### src/rtl/lc3_control_if.sv
// Datapath-side signal bundle for the LC-3 sequencer. The master side is the control FSM.
// The slave side is the datapath, which returns IR and the N/Z/P flags.
interface lc3_control_if;
  logic [15:0] IR;
  logic        N;
  logic        Z;
  logic        P;
  logic        enaPC;
  logic        enaMDR;
  logic        enaALU;
  logic        enaMARM;
  logic        ldPC;
  logic        ldIR;
  logic        ldMAR;
  logic        ldMDR;
  logic        selMDR;
  logic        selMAR;
  logic        selEAB1;
  logic [1:0]  selEAB2;
  logic [1:0]  selPC;
  logic [1:0]  aluControl;
  logic        regWE;
  logic        flagWE;
  logic [2:0]  SR1;
  logic [2:0]  SR2;
  logic [2:0]  DR;
  logic        memWE;
  logic        instr_done;
  logic        illegal;

  modport master (
    input  IR, N, Z, P,
    output enaPC, enaMDR, enaALU, enaMARM,
    output ldPC, ldIR, ldMAR, ldMDR,
    output selMDR, selMAR, selEAB1, selEAB2, selPC, aluControl,
    output regWE, flagWE, SR1, SR2, DR,
    output memWE, instr_done, illegal
  );

  modport slave (
    output IR, N, Z, P,
    input  enaPC, enaMDR, enaALU, enaMARM,
    input  ldPC, ldIR, ldMAR, ldMDR,
    input  selMDR, selMAR, selEAB1, selEAB2, selPC, aluControl,
    input  regWE, flagWE, SR1, SR2, DR,
    input  memWE, instr_done, illegal
  );
endinterface

### src/rtl/lc3_control.sv
// Multicycle LC-3 control sequencer: fetch/decode/execute FSM with fixed-latency memory waits.
// Defining LC3_TRAP_EN adds execution of opcode 1111 (TRAP); otherwise it decodes as illegal.
module lc3_control #(
  parameter int unsigned MEM_LAT = 1
) (
  input  logic            clk,
  input  logic            rst,
  input  logic            run,
  lc3_control_if.master   dp
);

  typedef enum logic [4:0] {
    S_FETCH0,
    S_FETCH1,
    S_FETCH2,
    S_DECODE,
    S_EXEC_ALU,
    S_BR,
    S_JMP,
    S_LEA,
    S_ADDR,
    S_MEMRD,
    S_WB,
    S_ST_DATA,
    S_MEMWR
`ifdef LC3_TRAP_EN
    , S_TRAP0,
    S_TRAP1,
    S_TRAPRD,
    S_TRAP2
`endif
  } state_e;

  localparam logic [3:0] CNT_LAST = 4'(MEM_LAT - 1);

  state_e     state_q, state_d;
  logic [3:0] cnt_q, cnt_d;
  logic [3:0] opcode;
  logic       wait_last;
  logic       br_taken;
  logic       unused_ir;

  assign opcode    = dp.IR[15:12];
  assign wait_last = (cnt_q == CNT_LAST);
  assign br_taken  = (dp.IR[11] & dp.N) | (dp.IR[10] & dp.Z) | (dp.IR[9] & dp.P);
  assign unused_ir = ^dp.IR[5:3];

  always_ff @(posedge clk or posedge rst) begin
    if (rst) begin
      state_q <= S_FETCH0;
      cnt_q   <= '0;
    end else begin
      state_q <= state_d;
      cnt_q   <= cnt_d;
    end
  end

  // Counter defaults to 0 so every wait state is entered with a fresh count.
  always_comb begin
    state_d       = state_q;
    cnt_d         = '0;
    dp.enaPC      = 1'b0;
    dp.enaMDR     = 1'b0;
    dp.enaALU     = 1'b0;
    dp.enaMARM    = 1'b0;
    dp.ldPC       = 1'b0;
    dp.ldIR       = 1'b0;
    dp.ldMAR      = 1'b0;
    dp.ldMDR      = 1'b0;
    dp.selMDR     = 1'b0;
    dp.selMAR     = 1'b0;
    dp.selEAB1    = 1'b0;
    dp.selEAB2    = 2'd0;
    dp.selPC      = 2'd0;
    dp.aluControl = 2'd0;
    dp.regWE      = 1'b0;
    dp.flagWE     = 1'b0;
    dp.SR1        = 3'd0;
    dp.SR2        = 3'd0;
    dp.DR         = 3'd0;
    dp.memWE      = 1'b0;
    dp.instr_done = 1'b0;
    dp.illegal    = 1'b0;

    if (!rst) begin
      case (state_q)
        S_FETCH0: begin
          if (run) begin
            dp.enaPC = 1'b1;
            dp.ldMAR = 1'b1;
            dp.ldPC  = 1'b1;
            dp.selPC = 2'd0;
            state_d  = S_FETCH1;
          end
        end

        S_FETCH1: begin
          if (wait_last) begin
            dp.ldMDR  = 1'b1;
            dp.selMDR = 1'b1;
            state_d   = S_FETCH2;
          end else begin
            cnt_d = cnt_q + 4'd1;
          end
        end

        S_FETCH2: begin
          dp.enaMDR = 1'b1;
          dp.ldIR   = 1'b1;
          state_d   = S_DECODE;
        end

        S_DECODE: begin
          case (opcode)
            4'b0001, 4'b0101, 4'b1001:          state_d = S_EXEC_ALU;
            4'b0000:                            state_d = S_BR;
            4'b1100:                            state_d = S_JMP;
            4'b1110:                            state_d = S_LEA;
            4'b0010, 4'b0110, 4'b0011, 4'b0111: state_d = S_ADDR;
`ifdef LC3_TRAP_EN
            4'b1111:                            state_d = S_TRAP0;
`endif
            default: begin
              dp.illegal    = 1'b1;
              dp.instr_done = 1'b1;
              state_d       = S_FETCH0;
            end
          endcase
        end

        S_EXEC_ALU: begin
          dp.SR1    = dp.IR[8:6];
          dp.SR2    = dp.IR[2:0];
          dp.DR     = dp.IR[11:9];
          case (opcode)
            4'b0101: dp.aluControl = 2'd1;
            4'b1001: dp.aluControl = 2'd2;
            default: dp.aluControl = 2'd0;
          endcase
          dp.enaALU     = 1'b1;
          dp.regWE      = 1'b1;
          dp.flagWE     = 1'b1;
          dp.instr_done = 1'b1;
          state_d       = S_FETCH0;
        end

        S_BR: begin
          if (br_taken) begin
            dp.ldPC    = 1'b1;
            dp.selPC   = 2'd1;
            dp.selEAB1 = 1'b0;
            dp.selEAB2 = 2'd2;
          end
          dp.instr_done = 1'b1;
          state_d       = S_FETCH0;
        end

        S_JMP: begin
          dp.SR1        = dp.IR[8:6];
          dp.selEAB1    = 1'b1;
          dp.selEAB2    = 2'd0;
          dp.ldPC       = 1'b1;
          dp.selPC      = 2'd1;
          dp.instr_done = 1'b1;
          state_d       = S_FETCH0;
        end

        S_LEA: begin
          dp.enaMARM    = 1'b1;
          dp.selMAR     = 1'b0;
          dp.selEAB1    = 1'b0;
          dp.selEAB2    = 2'd2;
          dp.DR         = dp.IR[11:9];
          dp.regWE      = 1'b1;
          dp.flagWE     = 1'b1;
          dp.instr_done = 1'b1;
          state_d       = S_FETCH0;
        end

        // IR[14] selects base-register addressing; IR[12] separates stores from loads.
        S_ADDR: begin
          dp.enaMARM = 1'b1;
          dp.selMAR  = 1'b0;
          dp.ldMAR   = 1'b1;
          if (dp.IR[14]) begin
            dp.selEAB1 = 1'b1;
            dp.SR1     = dp.IR[8:6];
            dp.selEAB2 = 2'd1;
          end else begin
            dp.selEAB1 = 1'b0;
            dp.selEAB2 = 2'd2;
          end
          state_d = dp.IR[12] ? S_ST_DATA : S_MEMRD;
        end

        S_MEMRD: begin
          if (wait_last) begin
            dp.ldMDR  = 1'b1;
            dp.selMDR = 1'b1;
            state_d   = S_WB;
          end else begin
            cnt_d = cnt_q + 4'd1;
          end
        end

        S_WB: begin
          dp.enaMDR     = 1'b1;
          dp.DR         = dp.IR[11:9];
          dp.regWE      = 1'b1;
          dp.flagWE     = 1'b1;
          dp.instr_done = 1'b1;
          state_d       = S_FETCH0;
        end

        S_ST_DATA: begin
          dp.SR1     = dp.IR[11:9];
          dp.selEAB1 = 1'b1;
          dp.selEAB2 = 2'd0;
          dp.selMAR  = 1'b0;
          dp.enaMARM = 1'b1;
          dp.ldMDR   = 1'b1;
          dp.selMDR  = 1'b0;
          state_d    = S_MEMWR;
        end

        S_MEMWR: begin
          dp.memWE = 1'b1;
          if (wait_last) begin
            dp.instr_done = 1'b1;
            state_d       = S_FETCH0;
          end else begin
            cnt_d = cnt_q + 4'd1;
          end
        end

`ifdef LC3_TRAP_EN
        S_TRAP0: begin
          dp.enaMARM = 1'b1;
          dp.selMAR  = 1'b1;
          dp.ldMAR   = 1'b1;
          state_d    = S_TRAP1;
        end

        S_TRAP1: begin
          dp.enaPC = 1'b1;
          dp.DR    = 3'd7;
          dp.regWE = 1'b1;
          state_d  = S_TRAPRD;
        end

        S_TRAPRD: begin
          if (wait_last) begin
            dp.ldMDR  = 1'b1;
            dp.selMDR = 1'b1;
            state_d   = S_TRAP2;
          end else begin
            cnt_d = cnt_q + 4'd1;
          end
        end

        S_TRAP2: begin
          dp.enaMDR     = 1'b1;
          dp.ldPC       = 1'b1;
          dp.selPC      = 2'd2;
          dp.instr_done = 1'b1;
          state_d       = S_FETCH0;
        end
`endif

        default: state_d = S_FETCH0;
      endcase
    end
  end

endmodule
### src/flat_wrapper.sv
// flat-port wrapper written by rule: the top's interface ports become plain ports
module lc3_control_flat 
#(
  parameter int unsigned MEM_LAT = 1
)
  (clk, rst, run, dp_IR, dp_N, dp_Z, dp_P, dp_enaPC, dp_enaMDR, dp_enaALU, dp_enaMARM, dp_ldPC, dp_ldIR, dp_ldMAR, dp_ldMDR, dp_selMDR, dp_selMAR, dp_selEAB1, dp_selEAB2, dp_selPC, dp_aluControl, dp_regWE, dp_flagWE, dp_SR1, dp_SR2, dp_DR, dp_memWE, dp_instr_done, dp_illegal);
  lc3_control_if dp_i ();
  input  logic clk;
  input  logic rst;
  input  logic run;
  input wire logic [$bits(dp_i.IR)-1:0] dp_IR;
  input wire logic [$bits(dp_i.N)-1:0] dp_N;
  input wire logic [$bits(dp_i.Z)-1:0] dp_Z;
  input wire logic [$bits(dp_i.P)-1:0] dp_P;
  output wire logic [$bits(dp_i.enaPC)-1:0] dp_enaPC;
  output wire logic [$bits(dp_i.enaMDR)-1:0] dp_enaMDR;
  output wire logic [$bits(dp_i.enaALU)-1:0] dp_enaALU;
  output wire logic [$bits(dp_i.enaMARM)-1:0] dp_enaMARM;
  output wire logic [$bits(dp_i.ldPC)-1:0] dp_ldPC;
  output wire logic [$bits(dp_i.ldIR)-1:0] dp_ldIR;
  output wire logic [$bits(dp_i.ldMAR)-1:0] dp_ldMAR;
  output wire logic [$bits(dp_i.ldMDR)-1:0] dp_ldMDR;
  output wire logic [$bits(dp_i.selMDR)-1:0] dp_selMDR;
  output wire logic [$bits(dp_i.selMAR)-1:0] dp_selMAR;
  output wire logic [$bits(dp_i.selEAB1)-1:0] dp_selEAB1;
  output wire logic [$bits(dp_i.selEAB2)-1:0] dp_selEAB2;
  output wire logic [$bits(dp_i.selPC)-1:0] dp_selPC;
  output wire logic [$bits(dp_i.aluControl)-1:0] dp_aluControl;
  output wire logic [$bits(dp_i.regWE)-1:0] dp_regWE;
  output wire logic [$bits(dp_i.flagWE)-1:0] dp_flagWE;
  output wire logic [$bits(dp_i.SR1)-1:0] dp_SR1;
  output wire logic [$bits(dp_i.SR2)-1:0] dp_SR2;
  output wire logic [$bits(dp_i.DR)-1:0] dp_DR;
  output wire logic [$bits(dp_i.memWE)-1:0] dp_memWE;
  output wire logic [$bits(dp_i.instr_done)-1:0] dp_instr_done;
  output wire logic [$bits(dp_i.illegal)-1:0] dp_illegal;
  assign dp_i.IR = dp_IR;
  assign dp_i.N = dp_N;
  assign dp_i.Z = dp_Z;
  assign dp_i.P = dp_P;
  assign dp_enaPC = dp_i.enaPC;
  assign dp_enaMDR = dp_i.enaMDR;
  assign dp_enaALU = dp_i.enaALU;
  assign dp_enaMARM = dp_i.enaMARM;
  assign dp_ldPC = dp_i.ldPC;
  assign dp_ldIR = dp_i.ldIR;
  assign dp_ldMAR = dp_i.ldMAR;
  assign dp_ldMDR = dp_i.ldMDR;
  assign dp_selMDR = dp_i.selMDR;
  assign dp_selMAR = dp_i.selMAR;
  assign dp_selEAB1 = dp_i.selEAB1;
  assign dp_selEAB2 = dp_i.selEAB2;
  assign dp_selPC = dp_i.selPC;
  assign dp_aluControl = dp_i.aluControl;
  assign dp_regWE = dp_i.regWE;
  assign dp_flagWE = dp_i.flagWE;
  assign dp_SR1 = dp_i.SR1;
  assign dp_SR2 = dp_i.SR2;
  assign dp_DR = dp_i.DR;
  assign dp_memWE = dp_i.memWE;
  assign dp_instr_done = dp_i.instr_done;
  assign dp_illegal = dp_i.illegal;
  lc3_control #(.MEM_LAT(MEM_LAT)) u_core (.clk(clk), .rst(rst), .run(run), .dp(dp_i));
endmodule
### config.mk
export PLATFORM = sky130hd
export DESIGN_NAME = lc3_control_flat
export DESIGN_NICKNAME = d
export VERILOG_FILES = /design/src/rtl/lc3_control_if.sv /design/src/rtl/lc3_control.sv /design/src/flat_wrapper.sv
export SDC_FILE = /design/constraint.sdc
export NUM_CORES = 1
export LEC_CHECK = 0
export ABC_CLOCK_PERIOD_IN_PS = 4400
export BUFFER_PORTS_ARGS = -buffer_cell sky130_fd_sc_hd__buf_2
export CAP_MARGIN = 20
export CORE_MARGIN = 3
export CORE_UTILIZATION = 45
export DETAILED_ROUTE_END_ITERATION = 10
export PLACE_DENSITY_LB_ADDON = 0.15
export SLEW_MARGIN = 20
export SYNTH_ARGS = -nofsm -noshare
export SYNTH_HDL_FRONTEND = slang
export SYNTH_SLANG_ARGS = --single-unit
### constraint.sdc
create_clock -name clk -period 4.4 [get_ports clk]
set_input_delay 0.22 -clock clk [delete_from_list [all_inputs] [get_ports clk]]
set_output_delay 0.22 -clock clk [all_outputs]
set_load 0.02 [all_outputs]
Word-level counts from Yosys, hierarchy flattened:

Index checks and enable logic that the tools add are counted.
W data, S select, Z words.

* input bits: 22
* logic and storage cells: 109
* output and inout bits: 31
* register bits: 9

* equality and inequality tests: 25
* mux-type cells: 60
* reductions and logical operators: 15
* bitwise logic cells: 6
* $add $sub $neg: 1

Operators by type and width (number)
* $pmux W5 S8: 1
* $mux W1: 29
* $eq A5 B4 Y1 const B: 5
* $eq A5 B3 Y1 const B: 4
* $mux W5: 4
* $pmux W4 S5: 1
* $mux W3: 6
* $mux W2: 7
* $eq A4 B3 Y1 const B: 3
* $eq A4 B4 Y1 const B: 3
* $mux W4: 3
* $reduce_or A3 Y1: 4
* $eq A5 B2 Y1 const B: 2
* $reduce_or A10 Y1: 1
* $pmux W3 S3: 1
* $eq A4 B2 Y1 const B: 2
* $logic_not A4 Y1: 2
* $pmux W2 S2: 2
* $reduce_or A2 Y1: 4
* $ne A2 B1 Y1 const B: 3
* $pmux W1 S2: 3
* $pmux W1 S3: 2
* $pmux W2 S3: 1
* $eq A5 B1 Y1 const B: 1
* 10 further kinds: 13

Depth between registers and ports, before layout:

* depth after elaboration: 6
* mapped depth: 6
* mapped depth without buffers: 5

Least setup slack after synthesis:

Ideal clock, no wire load.

* path type: register to output
* start: reg u_core.cnt_q[0]
* end: out dp_instr_done
* cell stages (with the launch flop): 7
* setup slack: 2.511 ns
* data arrival time: 1.669 ns
* cells stage by stage: dfrtp_1 -> inv_1 -> ha_1 -> or3b_1 -> buf_6 -> o311a_1 -> o32ai_1

* word-level cells in the longest chain between the ends: 4

Ends and longest elaborated chain
* start, declared: RTL line lc3_control.sv:37 `logic [3:0] cnt_q, cnt_d;`
* start signal, assigned: RTL line lc3_control.sv:54 `cnt_q <= cnt_d;`
* $logic_not A4 Y1: RTL line lc3_control.sv:44 `assign wait_last = (cnt_q == CNT_LAST);`
* $mux W1: RTL line lc3_control.sv:228 `if (wait_last) begin`
* $pmux W1 S3: RTL line lc3_control.sv:86 `case (state_q)`
* $mux W1: RTL line lc3_control.sv:85 `if (!rst) begin`
* end, declared: RTL line flat_wrapper.sv:35 `output wire logic [$bits(dp_i.instr_done)-1:0] dp_instr_done;`

Every way passes these cells.

Worst setup path in the final report:

* start: reg u_core.state_q[0]
* end: out dp_instr_done

* word-level cells in the longest chain between the ends: 4
* elaborated cells between the ends (all ways): 10
* classes of those cells: eq/ne: 7; mux: 2; reduce/logical: 1

Ends and longest elaborated chain
* start, declared: RTL line lc3_control.sv:36 `state_e state_q, state_d;`
* start signal, assigned: RTL line lc3_control.sv:53 `state_q <= state_d;`
* $eq A5 B3 Y1 / $eq A5 B4 Y1 (equally long branches): RTL line lc3_control.sv:86
* $reduce_or A5 Y1 (no source line)
* $pmux W1 S3 *: RTL line lc3_control.sv:86
* $mux W1 *: RTL line lc3_control.sv:85

Mark *: on every way between the ends. The rest lies on a longest branch, timed or not.

==> impl_metrics.ini <==
[clocking]
cts.repair.resized = 0
clockBufferDepth = 2
cts-buffers-inserted = 3
cts_hold_buf = 0
htreeDepth = 1
post_cts_buffers = 0
cts_root_buf = clkbuf_4
tritoncts = done
insertion_delay_ns = 0.25
cts_sinks = 8
clkTransAtPathRegs_ns = 0.05

[critical_path]
start_kind = flip-flop
crit_type = flip-flop to primary output
crit_arrival_ns = 2.26
worstPathMaxFanout = 22
crit_required_ns = 4.18
end_kind = primary output

[timing]
fin_setup_tns_ns = 0
slew_headroom_pct = 52.4
maxSlewViolCount = 0
fin_crit_sh_pct = 56.4
worst_pin_slew_ns = 0.714
hold_violations = 0
rsz0062_at_grt = false
period_needed_ns = 2.48
clock-skew-final_ns = 0.00280
worst_hold_slack_ns = 0.168
finalSetupViolations = 0
clock.fmax_ghz = 0.403

[logic_synthesis]
yosysSeqAreaShare_pct = 18.4
yosysTopAreaCellShare_pct = 18.4
syn_area_um2 = 1090
syn_inst = 146
synth-warning-count = 0
avgSynthCellArea_um2 = 7.46
synth-edff-count = 0
async_reset_ff_share_pct = 100
synth_area_leader_cell = dfrtp_1
synth-seq-cells = 8
ys.flop_type = dfrtp_1
ys_top_cells_by_area = dfrtp_1, nor2_1, a21oi_1
synth_cell_type_count = 47

[global_route]
overflow = 0
grt_pass1_wl_um = 4310
grt_usage_pct = 19.2
use_met3_pct = 2.68
busiest_layer = met2
globalRouteMet2Util_pct = 31.7
use_met1_pct = 25.7
grt_pass1_vias = 1014
antenna_found_initial = 0
grt_start_max_net_pins = 27

[placed_design]
dpl_cell_area_um2 = 1260
dp.final_hpwl_um = 2180
routabilityCongestion = 0.845
place_inst = 206
io_buffers = 47

[outcome]
outcome = completed

[routing]
vias = 1247
drc = 0
drt_iter0_markers = 46
drt_pass1_iterations = 4
totalWireLength_um = 2890
wl_per_cell_um = 13.8
ant_nets = 0
viasPerCell = 5.97

[die]
die_h_um = 55.2
die_w_um = 55.2
die-area_um2 = 3050
rows = 17
ios = 53
core_area_um2 = 2250
start_util_pct = 48.3

[final_layout]
final_cell_mix = buf_2, nor2_1, nand2_1
areaGrowthSynthToFinish_pct = 17.5
drive_above_1_share_pct = 29.8
diodes = 0
final_nets = 207
layout_commonest_cell = buf_2
fin_area_um2 = 1280
final_cells = 209

[flow_run]
maxCapViolations = 0

[power]
leakagePower_nw = 0.645
powerDensity_nw_per_um2 = 394
peakVddDrop_uv = 204
p_total_mw = 0.504

[worst_hold_path]
hold_path_class = input pin to async pin
-- state kept, by name, indices dropped and copies added, names as in the netlist --
signal / count
u_core.cnt_q: 4
u_core.state_q: 4
-- final timing paths --
path / cells past startpoint / endpoint / startpoint / slack (ns)
hold reg to reg: 1 / u_core.cnt_q[0] / u_core.cnt_q[0] / 0.48
hold / removal: 2 / u_core.state_q[1] / rst / 0.17
min in group clk: 4 / u_core.state_q[0] / run / 0.36
max in group asynchronous: 2 / u_core.cnt_q[2] / rst / 3.91
setup / recovery: 4 / dp_instr_done / u_core.state_q[0] / 1.92
setup reg to reg: 3 / u_core.state_q[0] / u_core.state_q[0] / 2.53
-- cells in the mapped netlist, types with 2 or more instances --
cell type,n
nor3b_1,4
buf_6,3
or3b_1,2
dfrtp_1,8
and3b_1,4
o221ai_1,2
or3_1,3
nor3_2,2
nand3_1,5
a31oi_1,4
ha_1,2
a21oi_1,8
and2_1,3
inv_1,6
nor3_1,6
nor2b_1,5
a211oi_1,4
o211ai_1,5
a21o_1,2
a2111oi_0,2
and4b_1,3
nand2b_1,5
nor2_1,11
and3_1,4
buf_2,7
nand2_1,9
buf_4,4
o21ai_0,4
-- critical path, cell delays in order (launching register included) --
cell and delay [ns]:
dfrtp_1 0.75, inv_1 0.31, or3_1 0.48, o32ai_1 0.26, buf_2 0.21
-- area by class of cell --
class / count / area, um2
Fill cell: 228 / 976
Multi-Input combinational cell: 117 / 763
Timing Repair Buffer: 47 / 235
Sequential cell: 8 / 200
Inverter: 6 / 22.5
Tap cell: 28 / 35.0
Clock buffer: 3 / 22.5
-- metrics by stage --
stage | utilization [%] | setup slack [ns]
floorplan | - | 2.51
global placement | 55.7 | 2.27
detailed placement | 55.7 | 2.23
CTS | 56.7 | 1.95
global route | 56.7 | 1.80
finish | 56.7 | 1.92
-- logic make-up after synthesis --
logic type	synth area share (%)
simple gates	40.5
compound gates	25.1
buf+inv	11.8
flops	18.4
xor+xnor	1.61
fa+ha+maj	2.30
other cells	0.344
-- where the power goes --
| group | leakage, nW | internal [mW] | switching [mW] | total (mW) |
|---|---|---|---|---|
| Clock | 0.0138 | 0.0311 | 0.0229 | 0.0540 |
| Combinational | 0.524 | 0.112 | 0.166 | 0.278 |
| Sequential | 0.108 | 0.0871 | 0.0845 | 0.172 |
-- layer usage --
layer | share of wire (%) | vias to the layer above
met2 | 48 | 55
met4 | 0.73 | 0
met5 | 0 | -
li1 | - | 609
met3 | 6.3 | 4
met1 | 45 | 579
No activity file was read; power rests on OpenSTA's default activity.
